<file path="src/rtl/fetch_pkg.sv">
// Shared types and defaults for the instruction-fetch stage.
package fetch_pkg;

    // Fetch FSM states
    typedef enum logic [1:0] {
        IDLE    = 2'd0,
        FETCH   = 2'd1,
        WAIT    = 2'd2,
        DISCARD = 2'd3
    } fetch_state_e;

    localparam int unsigned FETCH_ADDR_W  = 32;
    localparam int unsigned FETCH_INSTR_W = 32;
    localparam int unsigned FETCH_PC_STEP = 4;

    // One IF/ID entry as seen by decode
    typedef struct packed {
        logic [FETCH_ADDR_W-1:0]  pc;
        logic [FETCH_INSTR_W-1:0] instr;
    } if_id_entry_t;

endpackage

</file>
<file path="src/rtl/fetch_skid_buf.sv">
// IF/ID output register backed by a one-entry skid buffer, with flush.
// skid_valid_nxt lets the fetch FSM see whether the skid fills on this edge.
module fetch_skid_buf
    import fetch_pkg::*;
#(
    parameter int ADDR_W  = FETCH_ADDR_W,
    parameter int INSTR_W = FETCH_INSTR_W
) (
    input  logic               clk,
    input  logic               reset,
    input  logic               flush,
    input  logic               in_valid,
    input  logic [ADDR_W-1:0]  in_pc,
    input  logic [INSTR_W-1:0] in_instr,
    output logic               out_valid,
    input  logic               out_ready,
    output logic [ADDR_W-1:0]  out_pc,
    output logic [INSTR_W-1:0] out_instr,
    output logic               skid_valid,
    output logic               skid_valid_nxt
);

    logic               out_valid_q;
    logic               skid_valid_q;
    logic [ADDR_W-1:0]  out_pc_q;
    logic [INSTR_W-1:0] out_instr_q;
    logic [ADDR_W-1:0]  skid_pc_q;
    logic [INSTR_W-1:0] skid_instr_q;
    logic               out_free;
    logic               out_valid_nxt;

    assign out_valid  = out_valid_q;
    assign out_pc     = out_pc_q;
    assign out_instr  = out_instr_q;
    assign skid_valid = skid_valid_q;

    // Output slot frees up when empty or being consumed this cycle
    assign out_free = !out_valid_q || out_ready;

    // Next valid bits: skid drains into IF/ID first, new data lands behind it
    always_comb begin
        out_valid_nxt  = out_valid_q;
        skid_valid_nxt = skid_valid_q;
        if (flush) begin
            out_valid_nxt  = 1'b0;
            skid_valid_nxt = 1'b0;
        end else if (out_free) begin
            out_valid_nxt  = skid_valid_q || in_valid;
            skid_valid_nxt = skid_valid_q && in_valid;
        end else begin
            out_valid_nxt  = 1'b1;
            skid_valid_nxt = skid_valid_q || in_valid;
        end
    end

    // Valid bit registers
    always_ff @(posedge clk or negedge reset) begin
        if (!reset) begin
            out_valid_q  <= 1'b0;
            skid_valid_q <= 1'b0;
        end else begin
            out_valid_q  <= out_valid_nxt;
            skid_valid_q <= skid_valid_nxt;
        end
    end

    // Data registers; contents under a cleared valid are don't-care
    always_ff @(posedge clk or negedge reset) begin
        if (!reset) begin
            out_pc_q     <= '0;
            out_instr_q  <= '0;
            skid_pc_q    <= '0;
            skid_instr_q <= '0;
        end else begin
            if (out_free) begin
                if (skid_valid_q) begin
                    out_pc_q    <= skid_pc_q;
                    out_instr_q <= skid_instr_q;
                end else if (in_valid) begin
                    out_pc_q    <= in_pc;
                    out_instr_q <= in_instr;
                end
            end
            if (in_valid && (skid_valid_q || !out_free)) begin
                skid_pc_q    <= in_pc;
                skid_instr_q <= in_instr;
            end
        end
    end

endmodule

</file>
<file path="src/rtl/fetch_stage.sv">
// Instruction-fetch stage: drives next_pc/pc_en for the external PC register,
// runs a single-outstanding req/ack fetch to imem, and hands {pc, instr} to
// decode through fetch_skid_buf. Redirects flush the stage; a pending request
// is still completed on the bus and its data thrown away (DISCARD).
// Optional: define FETCH_PERF_CNT_EN to build the stall/discard counters.
module fetch_stage
    import fetch_pkg::*;
#(
    parameter int ADDR_W  = FETCH_ADDR_W,
    parameter int INSTR_W = FETCH_INSTR_W,
    parameter int PC_STEP = FETCH_PC_STEP
) (
    input  logic               clk,
    input  logic               reset,
    input  logic [ADDR_W-1:0]  pc,
    output logic [ADDR_W-1:0]  next_pc,
    output logic               pc_en,
    input  logic               redirect_valid,
    input  logic [ADDR_W-1:0]  redirect_target,
    output logic               imem_req,
    output logic [ADDR_W-1:0]  imem_addr,
    input  logic               imem_ack,
    input  logic [INSTR_W-1:0] imem_rdata,
    output logic               id_valid,
    input  logic               id_ready,
    output logic [ADDR_W-1:0]  id_pc,
    output logic [INSTR_W-1:0] id_instr,
    output logic [31:0]        perf_stall_cnt,
    output logic [31:0]        perf_discard_cnt
);

    fetch_state_e      state_q, state_d;
    logic [ADDR_W-1:0] addr_q;
    logic              in_flight;
    logic              accept;
    logic              skid_valid;
    logic              skid_valid_nxt;

    assign in_flight = (state_q == FETCH) || (state_q == WAIT);
    assign accept    = in_flight && imem_ack && !redirect_valid;

    // Bus side: address is live PC on the first request cycle, then held
    assign imem_req  = (state_q != IDLE);
    assign imem_addr = (state_q == FETCH) ? pc : addr_q;

    // PC update: redirect wins over a sequential advance
    assign pc_en   = reset && (redirect_valid || accept);
    assign next_pc = redirect_valid ? redirect_target
                                    : imem_addr + ADDR_W'(PC_STEP);

    // State register
    always_ff @(posedge clk or negedge reset) begin
        if (!reset) begin
            state_q <= IDLE;
        end else begin
            state_q <= state_d;
        end
    end

    // Next-state: only start a new request while the skid has room
    always_comb begin
        state_d = state_q;
        case (state_q)
            IDLE: begin
                if (!skid_valid) state_d = FETCH;
            end
            FETCH, WAIT: begin
                if (redirect_valid)
                    state_d = imem_ack ? FETCH : DISCARD;
                else if (imem_ack)
                    state_d = skid_valid_nxt ? IDLE : FETCH;
                else
                    state_d = WAIT;
            end
            DISCARD: begin
                if (imem_ack) state_d = skid_valid_nxt ? IDLE : FETCH;
            end
            default: state_d = IDLE;
        endcase
    end

    // Hold the request address for WAIT/DISCARD cycles
    always_ff @(posedge clk or negedge reset) begin
        if (!reset) begin
            addr_q <= '0;
        end else if (state_q == FETCH) begin
            addr_q <= pc;
        end
    end

    fetch_skid_buf #(
        .ADDR_W  (ADDR_W),
        .INSTR_W (INSTR_W)
    ) u_skid (
        .clk            (clk),
        .reset          (reset),
        .flush          (redirect_valid),
        .in_valid       (accept),
        .in_pc          (imem_addr),
        .in_instr       (imem_rdata),
        .out_valid      (id_valid),
        .out_ready      (id_ready),
        .out_pc         (id_pc),
        .out_instr      (id_instr),
        .skid_valid     (skid_valid),
        .skid_valid_nxt (skid_valid_nxt)
    );

`ifdef FETCH_PERF_CNT_EN
    logic [31:0] stall_q;
    logic [31:0] discard_q;
    logic        stall_evt;
    logic        discard_evt;

    assign stall_evt   = imem_req && !imem_ack;
    assign discard_evt = imem_ack && ((state_q == DISCARD) || (in_flight && redirect_valid));

    // Saturating event counters
    always_ff @(posedge clk or negedge reset) begin
        if (!reset) begin
            stall_q   <= '0;
            discard_q <= '0;
        end else begin
            if (stall_evt && (stall_q != '1))
                stall_q <= stall_q + 32'd1;
            if (discard_evt && (discard_q != '1))
                discard_q <= discard_q + 32'd1;
        end
    end

    assign perf_stall_cnt   = stall_q;
    assign perf_discard_cnt = discard_q;
`else
    assign perf_stall_cnt   = 32'd0;
    assign perf_discard_cnt = 32'd0;
`endif

endmodule

</file>
<file path="config.mk">
export PLATFORM = sky130hd
export DESIGN_NAME = fetch_stage
export DESIGN_NICKNAME = d
export VERILOG_FILES = /design/src/rtl/fetch_pkg.sv /design/src/rtl/fetch_skid_buf.sv /design/src/rtl/fetch_stage.sv
export SDC_FILE = /design/constraint.sdc
export NUM_CORES = 1
export LEC_CHECK = 0
export CAP_MARGIN = 20
export CORE_MARGIN = 2
export CORE_UTILIZATION = 45
export CTS_CLUSTER_DIAMETER = 120
export CTS_CLUSTER_SIZE = 14
export DETAILED_ROUTE_END_ITERATION = 10
export PLACE_DENSITY = 0.8
export SLEW_MARGIN = 20
export SYNTH_ARGS = -nofsm -noshare
export SYNTH_HDL_FRONTEND = slang
export SYNTH_SLANG_ARGS = --single-unit
</file>
<file path="constraint.sdc">
create_clock -name clk -period 3.9 [get_ports clk]
set_input_delay 0.39 -clock clk [delete_from_list [all_inputs] [get_ports clk]]
set_output_delay 0.39 -clock clk [all_outputs]
set_load 0.01 [all_outputs]
</file>
# Yosys cells after proc, flatten, opt, wreduce, memory -nomap -nowiden
# Cells that the tools add are included.
# totals
reg_bits,164
inputBits,101
output_inout_bits,195
elab_cells,50
# classes
add_sub_neg,1
n_eq_ne,5
mux,17
n_reduce_logical,19
# op_table
operator,n
$mux 32,6
$add 32x3->32 const B,1
$mux 2,5
$pmux 2 s3,1
$logic_and 1x1->1,5
$logic_or 1x1->1,5
$mux 1,5
$eq 2x2->1 const B,2
$ne 2x2->1 const B,2
$reduce_and 2->1,2
$reduce_bool 2->1,2
$logic_not 1->1,3
$eq 2x1->1 const B,1
$logic_not 2->1,1
$reduce_or 2->1,1

# Logic depth before layout (Yosys ltp)
# Gate-level depths: netlist of the first run.
# depth
ltp_word,11
ltp_mapped,15

# Cells and area by module
# From an unflattened synthesis of the first run, not the netlist that was laid out.
# unflattened
cells_unflattened,790
area_unflattened_um2,8723.4
# by_module_without_submodules
mod,instances,cells_per_inst,area_per_inst_um2,seq_area_each_um2
fetch_skid_buf,1,429,5509.0,3253.1
fetch_stage,1,361,3214.3,850.8

# Worst setup path before layout of the first run
# Ideal clock, no wire load.
# synth_timing
path_type,reg2out
from,reg state_q[1]
to,out next_pc[24]
arrival_time_ps,3522
required_time_ps,3510
slack_ps,-12
stages_incl_launch_ff,16
cell_sequence,dfrtp_1 -> inv_1 -> ha_1 -> buf_6 -> buf_4 -> buf_2 -> buf_2 -> mux2i_1 -> inv_1 -> ha_1 -> nand4b_1 -> a211oi_2 -> nand4_1 -> buf_2 -> o31a_1 -> o31ai_1
# synth_between
elab_chain_cells,4
# synth_rtl
item,line_no,source
start: declaration,fetch_stage.sv:32,"fetch_state_e state_q, state_d;"
start signal: assignment,fetch_stage.sv:56,state_q <= state_d;
$eq 2x1->1,fetch_stage.sv:44,assign imem_addr = (state_q == FETCH) ? pc : addr_q;
$mux 32,--,
via imem_addr[2],fetch_stage.sv:21,"output logic [ADDR_W-1:0] imem_addr,"
$add 32x3->32,fetch_stage.sv:49,: imem_addr + ADDR_W'(PC_STEP);
$mux 32,fetch_stage.sv:48,assign next_pc = redirect_valid ? redirect_target
end: declaration,fetch_stage.sv:16,"output logic [ADDR_W-1:0] next_pc,"
# The timed path passes the listed nets, and every way through them passes these cells.

# Final worst setup path of the first run
# layout_timing
from,reg state_q[0]
to,out next_pc[19]
# layout_between
elab_chain_cells,4
# layout_rtl
item,line_no
$eq 2x1->1,fetch_stage.sv:44
$mux 32,--
$add 32x3->32,fetch_stage.sv:49
$mux 32,fetch_stage.sv:48
# Every way passes these cells.

==> results of run 1 <==
kinds of logic after synthesis:
group           Yosys count  synth area share
buf+inv                 152             0.102
compound gates          189             0.130
xor+xnor                 11            0.0117
other cells               1          0.000456
flops                   164             0.499
fa+ha+maj                 6           0.00883
simple gates            227             0.122
mux                      99             0.126
critical path, delay by kind of cell, from the launching register on:
family,cells,cell delay [ps]
flip-flops,1,440
adder cells (fa/ha/maj),1,230
AND/OR/NAND/NOR,2,300
AO/OA/AOI/OAI,3,700
buffers and inverters,5,1240
Yosys cell counts, drive strengths merged (8+ instances only):
cell | count | area share
dfrtp | 164 | 0.50
buf | 77 | 0.068
nand2 | 136 | 0.062
a21oi | 35 | 0.021
xnor2 | 11 | 0.012
nand3 | 10 | 0.0073
nand4 | 13 | 0.011
o21ai | 113 | 0.069
nor3 | 8 | 0.0049
clkbuf | 36 | 0.016
nor2 | 36 | 0.016
mux2i | 63 | 0.077
inv | 38 | 0.017
mux2 | 36 | 0.049
o31ai | 14 | 0.013
sequential cells by signal, summed over array words and instances, names as in the netlist:
signal and cells:
u_skid.out_valid 1, u_skid.skid_instr_q 32, u_skid.out_instr 32, u_skid.skid_valid 1
u_skid.skid_pc_q 32, u_skid.out_pc 32, state_q 2, addr_q 32
final timing paths:
kind,endpoint,slack (ps),cells after the start
setup / recovery,next_pc[19],150,11
hold / removal,u_skid.skid_valid,370,2
setup reg to reg,u_skid.skid_instr_q[0],1300,6
hold reg to reg,u_skid.out_pc[11],480,2
max in group asynchronous,u_skid.out_instr[23],2340,3
min in group asynchronous,u_skid.skid_instr_q[15],470,2
where the power goes:
part | internal [mW] | switching [mW]
sequential | 2.53 | 0.414
clock | 0.935 | 0.652
combinational | 2.24 | 2.27
total | 5.70 | 3.34
final cells by class:
| class | instances | area [um2] | share of cell area |
|---|---|---|---|
| antenna | 1 | 2.50 | 0.000221 |
| clock buffer | 21 | 440 | 0.0389 |
| clock inverter | 10 | 109 | 0.00960 |
| inverter | 39 | 146 | 0.0129 |
| multi-input combinational | 596 | 3580 | 0.316 |
| sequential | 164 | 4110 | 0.362 |
| tap | 229 | 287 | 0.0253 |
| timing repair buffer | 264 | 2660 | 0.235 |
repair_timing:
action | in CTS | in global routing
hold endpoints to repair | 30 | 0
endpoints found under the setup margin | 14 | 14
cloned | 0 | 1
resized for setup | 9 | 11
hold buffers | 1 | 0
setup buffers | 5 | 5
pin swaps | 2 | 2
through the flow:
stage,worst slack [ps],cell area (um2),util,power (mW),cells
after floorplan,52.9,8470,-,5.19,912
after global placement,163,10600,0.590,7.20,1280
after detailed placement,77.9,10600,0.590,7.33,1280
after CTS,21.1,11200,0.625,8.99,1317
after global routing,3.22,11300,0.631,9.67,1323
final,151,11300,0.631,9.04,1324
layer usage:
metal	wire length, um	up-vias	track usage	part of all wire
li1	-	3256	-	-
met1	9490	3151	0.295	0.44
met2	9830	262	0.338	0.46
met3	1760	24	0.0735	0.082
met4	398	0	0.0718	0.019
met5	0	-	0	0
==> summary by stage, run 1 <==
STA
The final-report max-slew violation count is 0. At the pin with the least slew margin, the transition time is ~1000 ps. The final critical-path share of the clock period is 0.961. The minimum hold slack is 371 ps. The shortest clock period the worst path allows after layout is 3750 ps. Across the routed clock network, the largest skew measured is 9.68 ps. The final number of hold-violating endpoints was 0. Setup violations remaining at the end of the flow were counted as 0. Setup repair after global routing left no endpoint under its margin. Headroom to the max-slew limit came out at 0.312.

Derived from the worst setup path, the maximum achievable clock frequency is around 0.27 GHz. Summed over all failing endpoints, the final setup total negative slack is 0 ps.

Floorplan
slightly below 300 I/O pins were placed. The die covers 0.0194 mm2. From bottom edge to top edge, the die measures 139 um.

The initial utilization of the core area, before any placement, comes to 0.458. After floorplanning, the core was divided into 49 placement rows. The x dimension of the die is 139 um. The core region is 0.0180 mm2.

GRT
The via count of the first global-routing pass was 6466. The first global-routing pass estimated 33900 um of wire. The initial antenna violation count came to 0.

In the global route stage, overall resource usage came out at 0.220. The global-route congestion overflow total is 0. The pin count of the biggest net entering global routing is about 140.

Placement
Input and output buffers added on the ports amount to 231. The wire-length estimate of the detail-placed layout is 14900 um. The routability-driven placement congestion ratio is 0.842.

Synth
The post-synthesis cell type count is 48. The synthesized design contains 164 register bits. For this run, the leading register cell type out of synthesis is sky130_fd_sc_hd__dfrtp_1.

The synthesized cell area is 0.00822 mm2. Each instance of the synthesized netlist takes up on average 9.68 um2. Yosys printed 0 warnings. The proportion of register bits with asynchronous set or reset after synthesis is 1.00. The number of enable flip-flop cells after synthesis is 0.

The count of mapped cells out of synthesis is 849. The share of the Yosys chip area taken by registers is 0.499.

Setup path
The endpoint arrival time on the critical path is around 3400 ps. The signal on the critical path passes through ha_4 -> buf_12 -> buf_16 -> nand4b_1 -> a222oi_1 -> buf_4 -> nand4_2 -> buf_4 -> o21a_1 -> o31ai_1 -> clkdlybuf4s50_1. The cell that appears most often on the critical path is sky130_fd_sc_hd__buf_4. The startpoint identified for the worst register-to-register timing path is state_q[0]. On the critical path, the stage with the largest delay is an instance of sky130_fd_sc_hd__clkdlybuf4s50_1. The delay of the slowest cell on the worst path is a little under 600 ps. The worst setup path startpoint is state_q[0].

The worst setup path is captured at an output pin. Along the worst path, the maximum fanout reaches 21. The worst setup path category is reg -> out. The sort of element at the start of the critical path is a flop. For the worst setup path, the data required time is 3510 ps.

Route
The post-route antenna net violation count is 0. The count of vias placed by the detailed router is roughly 6700. In the routed design, unresolved DRC markers number 0. The wire length reported by the detailed router is between 20000 and 25000 um. The first detailed-routing pass took 5 iterations. The vias per cell is 5.06.

In the final routed layout, each cell accounts on average for 16.2 um. The violation count after the first detailed-routing iteration is 264.

Clocking
The clock tree from TritonCTS is done. The post-CTS clock slew at the launch and capture registers of the worst setup and hold paths is 60 ps. In this run, CTS created clock tree buffers numbering 17. The clock root buffer is sky130_fd_sc_hd__clkbuf_16. Clock tree synthesis found a total of 164 sinks. The H-tree level count is 4.

For the worst-skew pair, the clock arrives at the later sink with an insertion delay of between 400 and 500 ps. The maximum clock insertion buffer count is 2.

Power
The peak supply drop is 520 uV. Power spread over the standard cell area amounts to around 800 mW/mm2. For this design the static power due to leakage is between 5 and 6 nW.

Outcome
The flow ran to the end, and the final reports show no timing, DRC or antenna violations.

Final layout
The layout has around 1500 filler cells. The number of nets in the final layout is 1188. Compared with the post-synthesis result, the final layout area differs by 37.9%.

The commonest non-fill, non-tap cell in the layout is sky130_fd_sc_hd__clkdlybuf4s50_1. The top cell types in the final layout, fill and taps aside, are sky130_fd_sc_hd__clkdlybuf4s50_1 (217), sky130_fd_sc_hd__dfrtp_1 (163), sky130_fd_sc_hd__nand2_1 (135). In the final layout, the share of cells above drive strength 1 is 0.108.

Worst hold path
The start point of the worst min-delay path is redirect_valid. The worst hold path class is in -> reg.

Flow run
The reported max-cap violation count is 0.
No activity file was read; power rests on OpenSTA's default activity.
==> inputs of run 2 (changes only) <==
--- a/config.mk
+++ b/config.mk
@@ -12,6 +12,7 @@
 export CTS_CLUSTER_SIZE = 14
 export DETAILED_ROUTE_END_ITERATION = 10
 export PLACE_DENSITY = 0.8
+export RECOVER_POWER = 100
 export SLEW_MARGIN = 20
 export SYNTH_ARGS = -nofsm -noshare
 export SYNTH_HDL_FRONTEND = slang
==> run 2 against run 1 <==
  * The flow now finishes with violations (max-capacitance violations, max-slew violations)
  * Register-to-register slack worse by 860 ps
  * Non-clock buffer count unchanged
  * Final area down 1.1%
  * First-iteration DRC count down 10%
  * Largest power group unchanged
  * Utilization down 0.67 points
  * Clock power about the same
  * Count of clock-buffer cells in the layout unchanged
==> summary by stage, run 2 (same netlist as run 1, synthesis figures left out) <==
Power
The peak supply drop is 492 uV (-5.4%). The power per standard cell area is 777 mW/mm2 (-2.6%). The leakage power is 5.13 nW (-0.45%).

STA
The final number of hold-violating endpoints is 0 (unchanged). The number of setup violations in the final report is 0 (unchanged). The remaining max-slew budget at the tightest pin came to -0.319 (-0.632).

The final clock skew is 9.44 ps (-0.244 ps). Setup repair after global routing left no endpoint under its margin. The final sum of negative setup slack came to 0 ps (unchanged). The maximum frequency from static timing analysis was 0.265 GHz (-0.80%). The shortest clock period the worst path allows after layout was 3780 ps (+30.1 ps). The post-route worst setup slack came to 121 ps (-30.1 ps).

The final critical-path share of the clock period came to 0.969 (+0.00771). The transition time at the pin with the least slew margin is 1980 ps (+948 ps). The final-report max-slew violation count is 258 (+258).

Setup path
The number of cells traversed by the worst register-to-register path is 7 (+1). The endpoint arrival time on the critical path was 3390 ps (+30 ps). STA classifies the critical path endpoint as an output pin. The worst setup path category is reg -> out. STA classifies the critical path startpoint as a flop. The worst path required time is 3510 ps (about the same). The largest fanout on the critical path was 21 (unchanged).

Final layout
The summed area of non-filler cells in the final layout is 0.0112 mm2 (-1.1%). The library cells used most frequently in the layout, excluding fill and tap cells, are sky130_fd_sc_hd__dfrtp_1 (163), sky130_fd_sc_hd__nand2_1 (135), sky130_fd_sc_hd__dlygate4sd3_1 (115). The number of nets in the final layout is 1188 (unchanged).

The share of cells above drive strength 1 came to 0.0960 (-0.0119). The commonest non-fill, non-tap cell in the layout is sky130_fd_sc_hd__dfrtp_1. The synthesis-to-finish area growth is 36.4%.

Floorplan
The core region area is 0.0180 mm2 (unchanged). The starting density of the core is 0.458 (unchanged). The area enclosed by the die boundary is 0.0194 mm2 (unchanged).

The number of placed I/O pins is 296 (unchanged). The height of the die was 139 um (unchanged). The x dimension of the die is 139 um (unchanged). The number of rows created at floorplan came to 49 (unchanged).

Outcome
The flow ran to the end, but the final reports show violations. The final reports fail on max-capacitance violations, max-slew violations.

Clocking
The maximum clock insertion buffer count was 2 (unchanged). The clock sink count is 164 (unchanged). The post-CTS clock slew at the launch and capture registers of the worst setup and hold paths is 60 ps (about the same). The clock tree from TritonCTS is done. The H-tree level count is 4 (unchanged).

The root buffer cell chosen for the clock tree is sky130_fd_sc_hd__clkbuf_16. The number of buffers created by CTS is 17 (unchanged). The insertion delay of the later-clocked pin in the worst-skew pair is 420 ps (about the same).

Route
The post-route antenna net violation count is 0 (unchanged). The violation count after the first detailed-routing iteration is 237 (-10%). The routed wirelength normalized by instance count came to 16.2 um (-0.41%). The count of vias placed by the detailed router is 6693 (unchanged). The post-detailed-route DRC marker count is 0 (unchanged).

The vias per cell is 5.06 (unchanged). The wire length reported by the detailed router is 21400 um (-0.41%). The number of iterations in the first detailed-routing pass is 5 (unchanged).

Placement
The post-place setup slack came to 77.9 ps (unchanged). The half-perimeter wire length after detailed placement is 14900 um (unchanged). The instance area after placement is 0.0106 mm2 (unchanged).

The routability-driven placement congestion ratio is 0.842 (unchanged). The count of buffers from port buffering was 231 (unchanged).

GRT
The global-route congestion overflow total came to 0 (unchanged). The initial antenna violation count is 0 (unchanged). The pin count of the biggest net entering global routing is 135 (unchanged). The first-pass GRT wire length was 33900 um (unchanged). The via count of the first global-routing pass was 6466 (unchanged). The overall global routing resource usage is 0.220 (unchanged).

Flow run
The reported max-cap violation count came to 3 (+3).

Worst hold path
The worst hold path class is in -> reg. The worst hold path stage count is 2 (unchanged).
[run 2: cell types whose count changed in the layout (fill, tap and decap cells not counted), moves of 6 or more]
cell / before / now
sky130_fd_sc_hd__buf_4: 26 / 18
sky130_fd_sc_hd__clkbuf_1: 4 / 19
sky130_fd_sc_hd__clkdlybuf4s50_1: 217 / 103
sky130_fd_sc_hd__dlygate4sd3_1: 1 / 115
sky130_fd_sc_hd__dlymetal6s2s_1: 8 / 2
[run 2: per-stage QoR]
stage	power (mW)	util	hold WS, ps	cells
final	8.71	0.624	371	1324
after global routing	9.36	0.624	383	1323
after CTS	8.99	0.625	349	1317
after detailed placement	7.33	0.590	299	1280
after global placement	7.20	0.590	300	1280
after floorplan	5.19	-	94.4	912
[run 2: path summary, 6_finish.rpt]
path                                      endpoint  slack (ps)         startpoint
max                                    next_pc[28]         120         state_q[0]
min                              u_skid.skid_valid         370     redirect_valid
max reg2reg                      u_skid.out_pc[27]         440         state_q[0]
min reg2reg                      u_skid.out_pc[11]         470  u_skid.out_pc[11]
max in group asynchronous     u_skid.out_instr[23]        1230              reset
min in group asynchronous  u_skid.skid_instr_q[15]        1080              reset
[run 2: layout make-up]
type | instances | area (um2)
antenna | 1 | 2.50
clock buffer | 21 | 440
clock inverter | 10 | 109
fill | 1510 | 6750
inverter | 39 | 146
multi-input combinational | 596 | 3570
sequential | 164 | 4110
tap | 229 | 287
timing repair buffer | 264 | 2560
[run 2: worst max-delay path, cell delays in order (launching register included)]
cell	delay, ps
sky130_fd_sc_hd__dfrtp_1	440
sky130_fd_sc_hd__ha_4	230
sky130_fd_sc_hd__clkbuf_1	150
sky130_fd_sc_hd__clkbuf_16	230
sky130_fd_sc_hd__nand4b_1	240
sky130_fd_sc_hd__and2_1	260
sky130_fd_sc_hd__or3_4	420
sky130_fd_sc_hd__nor3_1	230
sky130_fd_sc_hd__o221a_2	230
sky130_fd_sc_hd__clkdlybuf4s50_1	530
[run 2: timing repair]
item / in CTS / in global routing
pin swaps: 2 / 2
hold buffers: 1 / 0
gates cloned: 0 / 1
endpoints found under the hold margin: 30 / 0
resized for setup: 9 / 11
endpoints found under the setup margin: 14 / 14
setup buffers: 5 / 5
[run 2: where the power goes]
group          switching [mW]  total, mW  leakage, nW  internal (mW)
sequential              0.399       2.93         2.04           2.53
combinational            2.25       4.20         2.82           1.95
clock                   0.650       1.58        0.267          0.935
[run 2: per-layer routing]
metal,global-route usage,vias up,part of all wire
met5,0,-,0
met4,0.0718,0,0.018
met3,0.0735,24,0.084
met2,0.338,264,0.46
met1,0.295,3136,0.44
li1,-,3269,-
